<file path="src/rtl/uart_host_bridge_pkg.sv">
// Shared types and constants for the UART host bridge.
// TX state encoding, handshake timing and default FIFO depths.
package uart_host_pkg;

    typedef enum logic [1:0] {
        T_IDLE = 2'd0,
        T_ACK  = 2'd1,
        T_BUSY = 2'd2
    } tx_state_e;

    localparam int ACK_TIMEOUT    = 4;
    localparam int RX_CAPTURE_LAT = 2;
    localparam int DEF_TX_DEPTH   = 8;
    localparam int DEF_RX_DEPTH   = 8;

    function automatic int max_int(input int a, input int b);
        return (a > b) ? a : b;
    endfunction

endpackage

</file>
<file path="src/rtl/uart_host_bridge_sync_fifo.sv">
// Single-clock FIFO with show-ahead head and exact occupancy count.
// A push into a full FIFO is accepted only alongside a pop.
module sync_fifo #(
    parameter int WIDTH = 8,
    parameter int DEPTH = 8,
    parameter int CNT_W = $clog2(DEPTH) + 1
) (
    input  logic             clk,
    input  logic             rst,
    input  logic             push,
    input  logic             pop,
    input  logic [WIDTH-1:0] din,
    output logic [WIDTH-1:0] dout,
    output logic             full,
    output logic             empty,
    output logic [CNT_W-1:0] count
);

    localparam int AW = $clog2(DEPTH);

    logic [WIDTH-1:0] mem_q [DEPTH];
    logic [AW-1:0]    wr_q, wr_d;
    logic [AW-1:0]    rd_q, rd_d;
    logic [CNT_W-1:0] cnt_q, cnt_d;
    logic             push_ok;
    logic             pop_ok;

    assign full    = (cnt_q == CNT_W'(DEPTH));
    assign empty   = (cnt_q == '0);
    assign pop_ok  = pop & ~empty;
    assign push_ok = push & (~full | pop_ok);
    assign count   = cnt_q;
    assign dout    = empty ? '0 : mem_q[rd_q];

    always_comb begin
        wr_d  = push_ok ? wr_q + AW'(1) : wr_q;
        rd_d  = pop_ok ? rd_q + AW'(1) : rd_q;
        cnt_d = cnt_q;
        unique case ({push_ok, pop_ok})
            2'b10:   cnt_d = cnt_q + CNT_W'(1);
            2'b01:   cnt_d = cnt_q - CNT_W'(1);
            default: cnt_d = cnt_q;
        endcase
    end

    always_ff @(posedge clk) begin
        if (rst) begin
            wr_q  <= '0;
            rd_q  <= '0;
            cnt_q <= '0;
        end else begin
            wr_q  <= wr_d;
            rd_q  <= rd_d;
            cnt_q <= cnt_d;
        end
    end

    // Storage needs no reset: the head is masked while empty.
    always_ff @(posedge clk) begin
        if (push_ok) begin
            mem_q[wr_q] <= din;
        end
    end

endmodule

</file>
<file path="src/rtl/uart_host_bridge.sv">
// Host-side bridge between a valid/ready byte stream and the UART core.
// TX FIFO feeds the core's xmit handshake; RX FIFO captures received bytes.
module uart_host_bridge
    import uart_host_pkg::*;
#(
    parameter int TX_DEPTH = DEF_TX_DEPTH,
    parameter int RX_DEPTH = DEF_RX_DEPTH,
    parameter int CNT_W    = $clog2(max_int(TX_DEPTH, RX_DEPTH)) + 1
) (
    input  logic             sys_clk,
    input  logic             sys_rst,
    input  logic             tx_valid,
    input  logic [7:0]       tx_data,
    output logic             tx_ready,
    output logic             rx_valid,
    output logic [7:0]       rx_data,
    input  logic             rx_ready,
    output logic             rx_overflow,
    input  logic             clr_overflow,
    output logic [CNT_W-1:0] tx_count,
    output logic [CNT_W-1:0] rx_count,
    output logic             xmitH,
    output logic [7:0]       xmit_dataH,
    input  logic             xmit_doneH,
    input  logic [7:0]       rec_dataH,
    input  logic             rec_readyH
);

    localparam int ACK_W = $clog2(ACK_TIMEOUT);
    localparam int LAT   = RX_CAPTURE_LAT;

    logic       tx_full, tx_empty, tx_pop;
    logic [7:0] tx_head;
    logic       rx_full, rx_empty, rx_push, rx_pop, rx_drop;
    logic       rx_event;

    tx_state_e        st_q, st_d;
    logic             xmit_q, xmit_d;
    logic [7:0]       xd_q, xd_d;
    logic [ACK_W-1:0] ack_q, ack_d;

    logic             rdy_prev_q;
    logic             seen_high_q;
    logic [LAT-1:0]   cap_q, cap_d;
    logic             ovf_q, ovf_d;

    assign tx_ready    = ~tx_full;
    assign rx_valid    = ~rx_empty;
    assign rx_overflow = ovf_q;
    assign xmitH       = xmit_q;
    assign xmit_dataH  = xd_q;

    sync_fifo #(
        .WIDTH (8),
        .DEPTH (TX_DEPTH),
        .CNT_W (CNT_W)
    ) u_tx_fifo (
        .clk   (sys_clk),
        .rst   (sys_rst),
        .push  (tx_valid & tx_ready),
        .pop   (tx_pop),
        .din   (tx_data),
        .dout  (tx_head),
        .full  (tx_full),
        .empty (tx_empty),
        .count (tx_count)
    );

    always_comb begin
        st_d   = st_q;
        xmit_d = 1'b0;
        xd_d   = xd_q;
        ack_d  = ack_q;
        tx_pop = 1'b0;
        unique case (st_q)
            T_IDLE: begin
                if (!tx_empty && xmit_doneH) begin
                    xmit_d = 1'b1;
                    xd_d   = tx_head;
                    tx_pop = 1'b1;
                    ack_d  = '0;
                    st_d   = T_ACK;
                end
            end
            // A core that never drops done loses the byte; no retry.
            T_ACK: begin
                if (!xmit_doneH) begin
                    st_d = T_BUSY;
                end else if (ack_q == ACK_W'(ACK_TIMEOUT - 1)) begin
                    st_d = T_IDLE;
                end else begin
                    ack_d = ack_q + ACK_W'(1);
                end
            end
            T_BUSY: begin
                if (xmit_doneH) begin
                    st_d = T_IDLE;
                end
            end
            default: st_d = T_IDLE;
        endcase
    end

    always_ff @(posedge sys_clk) begin
        if (sys_rst) begin
            st_q   <= T_IDLE;
            xmit_q <= 1'b0;
            xd_q   <= '0;
            ack_q  <= '0;
        end else begin
            st_q   <= st_d;
            xmit_q <= xmit_d;
            xd_q   <= xd_d;
            ack_q  <= ack_d;
        end
    end

    // First 0->1 of rec_readyH after reset is the core waking up, not a byte.
    assign rx_event = rec_readyH & ~rdy_prev_q & seen_high_q;
    assign rx_push  = cap_q[LAT-1];
    assign rx_pop   = rx_ready & rx_valid;
    assign rx_drop  = rx_push & rx_full & ~rx_pop;

    always_comb begin
        cap_d = {cap_q[LAT-2:0], rx_event};
        ovf_d = ovf_q;
        if (rx_drop) begin
            ovf_d = 1'b1;
        end else if (clr_overflow) begin
            ovf_d = 1'b0;
        end
    end

    always_ff @(posedge sys_clk) begin
        if (sys_rst) begin
            rdy_prev_q  <= 1'b0;
            seen_high_q <= 1'b0;
            cap_q       <= '0;
            ovf_q       <= 1'b0;
        end else begin
            rdy_prev_q  <= rec_readyH;
            seen_high_q <= seen_high_q | rec_readyH;
            cap_q       <= cap_d;
            ovf_q       <= ovf_d;
        end
    end

    sync_fifo #(
        .WIDTH (8),
        .DEPTH (RX_DEPTH),
        .CNT_W (CNT_W)
    ) u_rx_fifo (
        .clk   (sys_clk),
        .rst   (sys_rst),
        .push  (rx_push),
        .pop   (rx_pop),
        .din   (rec_dataH),
        .dout  (rx_data),
        .full  (rx_full),
        .empty (rx_empty),
        .count (rx_count)
    );

endmodule
</file>
<file path="config.mk">
export PLATFORM = sky130hd
export DESIGN_NAME = uart_host_bridge
export DESIGN_NICKNAME = d
export VERILOG_FILES = /design/src/rtl/uart_host_bridge_pkg.sv /design/src/rtl/uart_host_bridge_sync_fifo.sv /design/src/rtl/uart_host_bridge.sv
export SDC_FILE = /design/constraint.sdc
export NUM_CORES = 1
export LEC_CHECK = 0
export CORE_MARGIN = 8
export CORE_UTILIZATION = 40
export CTS_BUF_LIST = sky130_fd_sc_hd__clkbuf_8
export DETAILED_ROUTE_END_ITERATION = 8
export DONT_BUFFER_PORTS = 1
export MAX_ROUTING_LAYER = met4
export SLEW_MARGIN = 10
export SYNTH_ARGS = -nofsm -noshare
export SYNTH_HDL_FRONTEND = slang
export SYNTH_HIERARCHICAL = 1
export SYNTH_SLANG_ARGS = --single-unit
</file>
<file path="constraint.sdc">
create_clock -name sys_clk -period 3.3 [get_ports sys_clk]
set_input_delay 0.33 -clock sys_clk [delete_from_list [all_inputs] [get_ports sys_clk]]
set_output_delay 0.33 -clock sys_clk [all_outputs]
set_load 0.02 [all_outputs]
</file>
Yosys cells after proc, flatten, opt, wreduce, memory -nomap -nowiden
Memories as Yosys holds them, arrays and structs flattened. A register that Yosys moved wholly into a read port is not among the register bits.
Index checks and enable logic that the tools add are counted.
{"block": "op_classes", "addsub": 9, "eq_ne": 14, "n_mux": 22, "bitwise_logic": 19, "n_reduce_logical": 12}
{"operator": "case mux 4 bit (2 select lines)", "count": 2}
{"operator": "2-to-1 mux 2 bit", "count": 7}
{"operator": "adder 3 x 1 -> 3 bit (second input constant)", "count": 4}
{"operator": "AND 1 bit", "count": 10}
{"operator": "adder 4 x 1 -> 4 bit (second input constant)", "count": 2}
{"operator": "== test 2 bit (second input constant)", "count": 4}
{"operator": "== test 4 bit (second input constant)", "count": 2}
{"operator": "zero test 4 bit", "count": 2}
{"operator": "2-to-1 mux 1 bit", "count": 8}
{"operator": "2-to-1 mux 8 bit", "count": 1}
{"operator": "!= test 2 bit (second input constant)", "count": 4}
{"operator": "nonzero test 2 bit", "count": 4}
{"operator": "subtractor 4 x 1 -> 4 bit (second input constant)", "count": 2}
{"operator": "== test 2 x 1 -> 1 bit (second input constant)", "count": 3}
{"operator": "2-to-1 mux 3 bit", "count": 2}
{"operator": "inverter 1 bit", "count": 6}
{"operator": "case mux 2 bit (3 select lines)", "count": 1}
{"operator": "case mux 2 bit (2 select lines)", "count": 1}
{"operator": "AND reduction 4 bit", "count": 1}
{"operator": "!= test 3 bit (second input constant)", "count": 1}
{"operator": "bitwise OR 1 bit", "count": 3}
{"operator": "AND reduction 3 bit", "count": 1}
{"operator": "adder 2 x 1 -> 2 bit (second input constant)", "count": 1}
{"operator": "zero test 2 bit", "count": 1}
{"operator": "other kinds (3)", "count": 3}
{"block": "word_totals", "ff_bits": 30, "ramBits": 128, "n_memories": 2}
{"memory": "u_rx_fifo.mem_q", "depth": 8, "word_bits": 8, "read_ports": 1, "rd_clocked_by_memory_dff": 1, "wr": 1, "line": "uart_host_bridge_sync_fifo.sv:21", "source": "logic [WIDTH-1:0] mem_q [DEPTH];"}
{"memory": "u_tx_fifo.mem_q", "depth": 8, "word_bits": 8, "read_ports": 1, "rd_clocked_by_memory_dff": 1, "wr": 1, "line": "uart_host_bridge_sync_fifo.sv:21"}

Longest topological paths before layout
{"block": "depth", "depth_word": 10, "depth_mapped": 13, "depth_no_buf": 11}

Cells and area by module
The synthesis kept the hierarchy.
{"module": "sync_fifo", "n_inst": 2, "cells_each": 174, "area_per_inst_um2": 3093.0}
{"module": "uart_host_bridge", "n_inst": 1, "cells_each": 77, "area_per_inst_um2": 730.7}

Worst setup path after synthesis
OpenSTA, ideal clock, no wires.
{"block": "synth_path", "kind": "flip-flop to flip-flop", "from": "register u_tx_fifo.cnt_q[1], in the netlist u_tx_fifo/count[1]", "to": "register u_tx_fifo.cnt_q[2], in the netlist u_tx_fifo/count[2]", "setup_time_ns": 0.071, "arrival_time_ns": 3.047, "required_ns": 3.229, "slack_ns": 0.182, "path_stages_with_launch": 14, "synth_period_minus_slack_ns": 3.118, "cell_sequence": "dfxtp_1 nor4_1 buf_2 or4b_1 buf_6 clkinv_8 nor2b_1 ha_1 xor2_1 ha_1 a21oi_1 xor2_1 or3_1 a21oi_1"}
{"block": "synth_between", "elab_chain_len": 10, "elab_cells_between_ends": 18}
{"item": "start, declared", "line": "uart_host_bridge_sync_fifo.sv:24", "source": "logic [CNT_W-1:0] cnt_q, cnt_d;"}
{"item": "start signal, assigned", "line": "uart_host_bridge_sync_fifo.sv:54", "source": "cnt_q <= cnt_d;"}
{"item": "zero test 4 bit (*)", "line": "uart_host_bridge_sync_fifo.sv:29", "source": "assign empty = (cnt_q == '0);"}
{"item": "named net tx_empty", "line": "uart_host_bridge.sv:32", "source": "logic tx_full, tx_empty, tx_pop;"}
{"item": "zero test 1 bit (*)", "line": "uart_host_bridge.sv:77", "source": "if (!tx_empty && xmit_doneH) begin"}
{"item": "logical AND 1 bit (*)", "line": "uart_host_bridge.sv:77"}
{"item": "2-to-1 mux 1 bit (*)", "line": "uart_host_bridge.sv:77"}
{"item": "2-to-1 mux 1 bit (*)", "line": "uart_host_bridge.sv:75", "source": "unique case (st_q)"}
{"item": "named net tx_pop", "line": "uart_host_bridge.sv:32"}
{"item": "AND 1 bit (*)", "line": "uart_host_bridge_sync_fifo.sv:30", "source": "assign pop_ok = pop & ~empty;"}
{"item": "named net u_tx_fifo.pop_ok", "line": "uart_host_bridge_sync_fifo.sv:26", "source": "logic pop_ok;"}
{"item": "bitwise OR 1 bit", "line": "uart_host_bridge_sync_fifo.sv:31", "source": "assign push_ok = push & (~full | pop_ok);"}
{"item": "AND 1 bit", "line": "uart_host_bridge_sync_fifo.sv:31"}
{"item": "== test 2 x 1 -> 1 bit / == test 2 bit (equally long branches)", "line": "uart_host_bridge_sync_fifo.sv:39", "source": "unique case ({push_ok, pop_ok})"}
{"item": "case mux 4 bit (2 select lines) / nonzero test 2 bit (equally long branches)"}
The timed path passes the listed nets; every way through them passes the cells marked *.
A chain may end at the register's enable or synchronous reset.

Final worst setup path
Same ends and word-level chain as after synthesis.

==> reports/metrics.sh <==
STATUS='finished, final reports clean'
CLOCK_TREE.ROOT_CELL='sky130_fd_sc_hd__clkbuf_8'
SYNTHMOSTINSTANTIATEDCELL='sky130_fd_sc_hd__edfxtp_1'
PORTBUFFERS=0
SYN_AREA_SQ_MM=0.00692
WL_PER_CELL_UM=18.1
WORST_SETUP_PATH_START_KIND='flip-flop'
AREA_DELTA_SYNTH_FINAL_PCT=14.4
PIN_COUNT=51
DRT-TOTAL-WL_UM=12800
SYNTHESIZED_INSTANCE_COUNT=425
HOLDCRITSTARTPOINT='rec_readyH'
PLACE_INST=658
DRIVE_GT1_SHARE_PCT=22.2
IR_DROP_mV=0.526
SYNTH.DISTINCT_CELLS=42
INITIAL_ANTENNA_VIOLATION_COUNT=0
DRT_FIRST_ITER_VIOLATIONS=215
YS_SEQ_AREA_SHARE_PCT=68.3
FP.DIEW_UM=147
NETLIST.AREA_LEADER.SHARE_PCT=55.6
DP_HPWL_UM=8400
SYNTH-MAIN-FF-CELL='sky130_fd_sc_hd__edfxtp_1'
FLIP_FLOP_AND_LATCH_COUNT_AFTER_SYNTHESIS=172
CRIT-REG2REG-LAUNCH='u_tx_fifo/count[1]$_SDFFE_PP0P_'
POST-ROUTE-PERIOD-UTIL_PCT=88.4
DETAIL_ROUTE.VIAS_PER_CELL=5.07
CRIT_ARRIVAL_NS=3.29
DIE_H_UM=147
POWER.DENSITY_CELL_AREA_mW_PER_MM2=605
P_LEAK_nW=2.61
FINAL-SEQ-AREA_SQ_MM=0.00472
CRITICAL_PATH_CLASS='reg2reg'
DRT_FIRST_PASS_ITERS=5
CAP_VIOL_MAX_COUNT=0
TIMING.FINAL.HOLD_VIOLATIONS=0
MIN_DELAY_WORST_ENDPOINT='seen_high_q$_SDFF_PP0_'
CTS_TREE='done'
LAYOUT.CELLS.NON_FILLER=707
MAX_CLOCK_FREQ_MHz=343
SETUP_TOTAL_NEGATIVE_SLACK_NS=0
FINAL_AREA_SQ_MM=0.00791
AVGSYNTHCELLAREA_SQ_UM=16.3
CRITICAL_PATH.ENDPOINT_TYPE='flip-flop'
MULTI_INPUT_COMB_AREA_SQ_MM=0.00208
CORE_REGION_AREA_SQ_MM=0.0171
WORSTREG2REGEND='u_tx_fifo/count[2]$_SDFFE_PP0P_'
CTS.PATH.MAX_BUFFERS=2
DRT_DRC_VIOLATIONS_LEFT=0
NETLIST_TOP_CELLS_AREA='sky130_fd_sc_hd__edfxtp_1 (56%), sky130_fd_sc_hd__dfxtp_1 (13%), sky130_fd_sc_hd__mux4_2 (10%)'
GRTUSAGETOTAL_PCT=12.7
CTS_MAX_LEVEL=4
GRT_PASS1_WL_UM=20400
WORSTPATHMAXFANOUT=12
SYNTH_WARNINGS=6
FIN_SKEW_NS=0.0123
TIGHTEST_SLEW_NS=0.836
ROWS=48
DETAIL-ROUTE-ANTENNA-NETS=0
TIMING.SLEW.HEADROOM_PCT=44.2
FINALPOWER_W=0.00479
LAYOUT.CORE_UTILIZATION_PCT=46.2
SYNTH_ENABLE_FLOP_CELLS=128
SETUP_VIOLATIONS=0
DIEAREA_SQ_MM=0.0218
DIODES=0
SYNTH_COMMONEST_CELLS='sky130_fd_sc_hd__edfxtp_1 (128), sky130_fd_sc_hd__nor2_1 (46), sky130_fd_sc_hd__dfxtp_1 (44), sky130_fd_sc_hd__mux4_2 (32), sky130_fd_sc_hd__mux2i_1 (23)'
OVERFLOW=0
LAYOUT.NETS=504
ASYNC_RESET_FF_SHARE_PCT=0
GRT_MAX_DEGREE=36
WORSTHOLDPATHCELLS=2
LAYOUT_MIN_CYCLE_TIME_NS=2.92
FLOORPLAN.INITIALDENSITY_PCT=40.4
CTS_NUM_SINKS=172
GRT_SETUP_UNREPAIRED='no'
YOSYSTOPAREACELL='sky130_fd_sc_hd__edfxtp_1'
WORST_EP_REQUIRED_TIME_NS=3.67
PLACE_CONGESTION=0.715
CTS-RESIZED-GATES=0
WORST_R2R_PATH_DEPTH=11
REG2REG_SLACK_NS=0.38
PATH_CLK_SLEW_NS=0.08
HOLD_PATH.CLASS='in2reg'
FILL_CELLS=1476
SYNTHESIS.NETS=459
VIAS=3588
FIRST_GLOBAL_VIAS=3751
TOTAL_CLOCK_BUFFERS_CREATED_BY_CTS=17
FINAL_MAX_SLEW_VIOLS=0
CLOCK_LATENCY_NS=0.43
POST_DP_CELL_AREA_SQ_MM=0.00731
final cells by class:
class	instances	share of cell area [%]
clock inverter	14	2.25
timing repair buffer	43	4.77
tap	225	3.56
sequential	172	59.7
multi-input combinational	228	26.2
clock buffer	17	2.96
inverter	8	0.538
report_power, final:
part	total [W]	switching, W	leakage [nW]	internal (W)
Sequential	0.00251	0.0000853	1.51	0.00243
Clock	0.00152	0.000710	0.217	0.000813
Combinational	0.000752	0.000426	0.882	0.000326
Total	0.00479	0.00122	2.61	0.00357
routing by layer:
layer | routed length, um | GRT usage, %
met1 | 5310 | 13.9
met2 | 6870 | 21.9
met3 | 590 | 3.67
met4 | 46 | 4.08
met5 | 0 | -
worst max-delay path by stage:
stage	from	endpoint	slack (ns)
3_5_place_dp	u_tx_fifo/count[1]$_SDFFE_PP0P_	u_tx_fifo/count[2]$_SDFFE_PP0P_	0.42
3_3_place_gp	u_tx_fifo/count[2]$_SDFFE_PP0P_	u_tx_fifo/count[2]$_SDFFE_PP0P_	0.50
6_report	u_tx_fifo/count[1]$_SDFFE_PP0P_	u_tx_fifo/count[2]$_SDFFE_PP0P_	0.38
5_1_grt	u_rx_fifo/count[1]$_SDFFE_PP0P_	u_rx_fifo/count[2]$_SDFFE_PP0P_	0.16
2_1_floorplan	u_tx_fifo/count[1]$_SDFFE_PP0P_	u_tx_fifo/count[2]$_SDFFE_PP0P_	0.18
4_1_cts	u_tx_fifo/count[1]$_SDFFE_PP0P_	u_tx_fifo/count[2]$_SDFFE_PP0P_	0.39
layout by cell type, fill, tap and decap left out, drive strengths merged, types with 4 or more instances in the layout:
cell type / Yosys / routed
mux4: 32 / 32
xnor2: 5 / 5
ha: 11 / 11
clkinv: 1 / 7
bufinv: 0 / 4
nor2b: 10 / 10
buf: 12 / 26
nor2: 46 / 46
nor4: 4 / 4
nor3: 9 / 9
or4b: 4 / 4
dfxtp: 44 / 44
mux2i: 23 / 23
a21oi: 16 / 16
edfxtp: 128 / 128
xor2: 10 / 10
nand2b: 8 / 8
nand2: 21 / 21
dlygate4sd3: 0 / 17
inv: 7 / 11
nand3b: 4 / 4
clkbuf: 5 / 17
o21ai: 4 / 4
per-stage QoR:
| step | hold WS (ns) | worst slack [ns] |
|---|---|---|
| 2_1_floorplan | 0.407 | 0.182 |
| 3_3_place_gp | 0.401 | 0.500 |
| 3_5_place_dp | 0.401 | 0.421 |
| 4_1_cts | 0.00375 | 0.387 |
| 5_1_grt | 0.00239 | 0.164 |
| 6_report | 0.0379 | 0.381 |
registers in the layout, summed over array words and instances, names as in the netlist, named ones only:
signal / count
ack_q: 2
cap_q: 2
rdy_prev_q: 1
rx_overflow: 1
seen_high_q: 1
st_q: 2
u_rx_fifo/count: 4
u_rx_fifo/mem_q: 64
u_rx_fifo/rd_q: 3
u_rx_fifo/wr_q: 3
u_tx_fifo/count: 4
u_tx_fifo/mem_q: 64
u_tx_fifo/rd_q: 3
u_tx_fifo/wr_q: 3
xmitH: 1
xmit_dataH: 8
cell families (layout without fill, tap and decap cells):
group,count (synthesis),count (layout),synth area share [%]
AO/OA/AOI/OAI,28,28,3.17
XOR/XNOR,15,15,1.90
adder cells (fa/ha/maj),11,11,1.99
buffers and inverters,25,82,1.86
flip-flops,172,172,68.3
multiplexers,57,57,14.1
AND/OR/NAND/NOR,117,117,8.70
timing repair:
| action | in CTS | in global routing |
|---|---|---|
| buffers inserted | 0 | 0 |
| endpoints found under the hold margin | 167 | 0 |
| hold buffers | 18 | 0 |
critical path, stage by stage (launching register included):
cell	delay [ns]
sky130_fd_sc_hd__dfxtp_1	0.36
sky130_fd_sc_hd__nor4_2	0.06
sky130_fd_sc_hd__or4b_1	0.61
sky130_fd_sc_hd__clkinv_8	0.13
sky130_fd_sc_hd__nor2b_1	0.36
sky130_fd_sc_hd__ha_1	0.35
sky130_fd_sc_hd__xor2_1	0.18
sky130_fd_sc_hd__ha_1	0.16
sky130_fd_sc_hd__a21oi_1	0.05
sky130_fd_sc_hd__xor2_1	0.15
sky130_fd_sc_hd__or3_1	0.31
sky130_fd_sc_hd__a21oi_1	0.14
No activity file was read; power rests on OpenSTA's default activity.
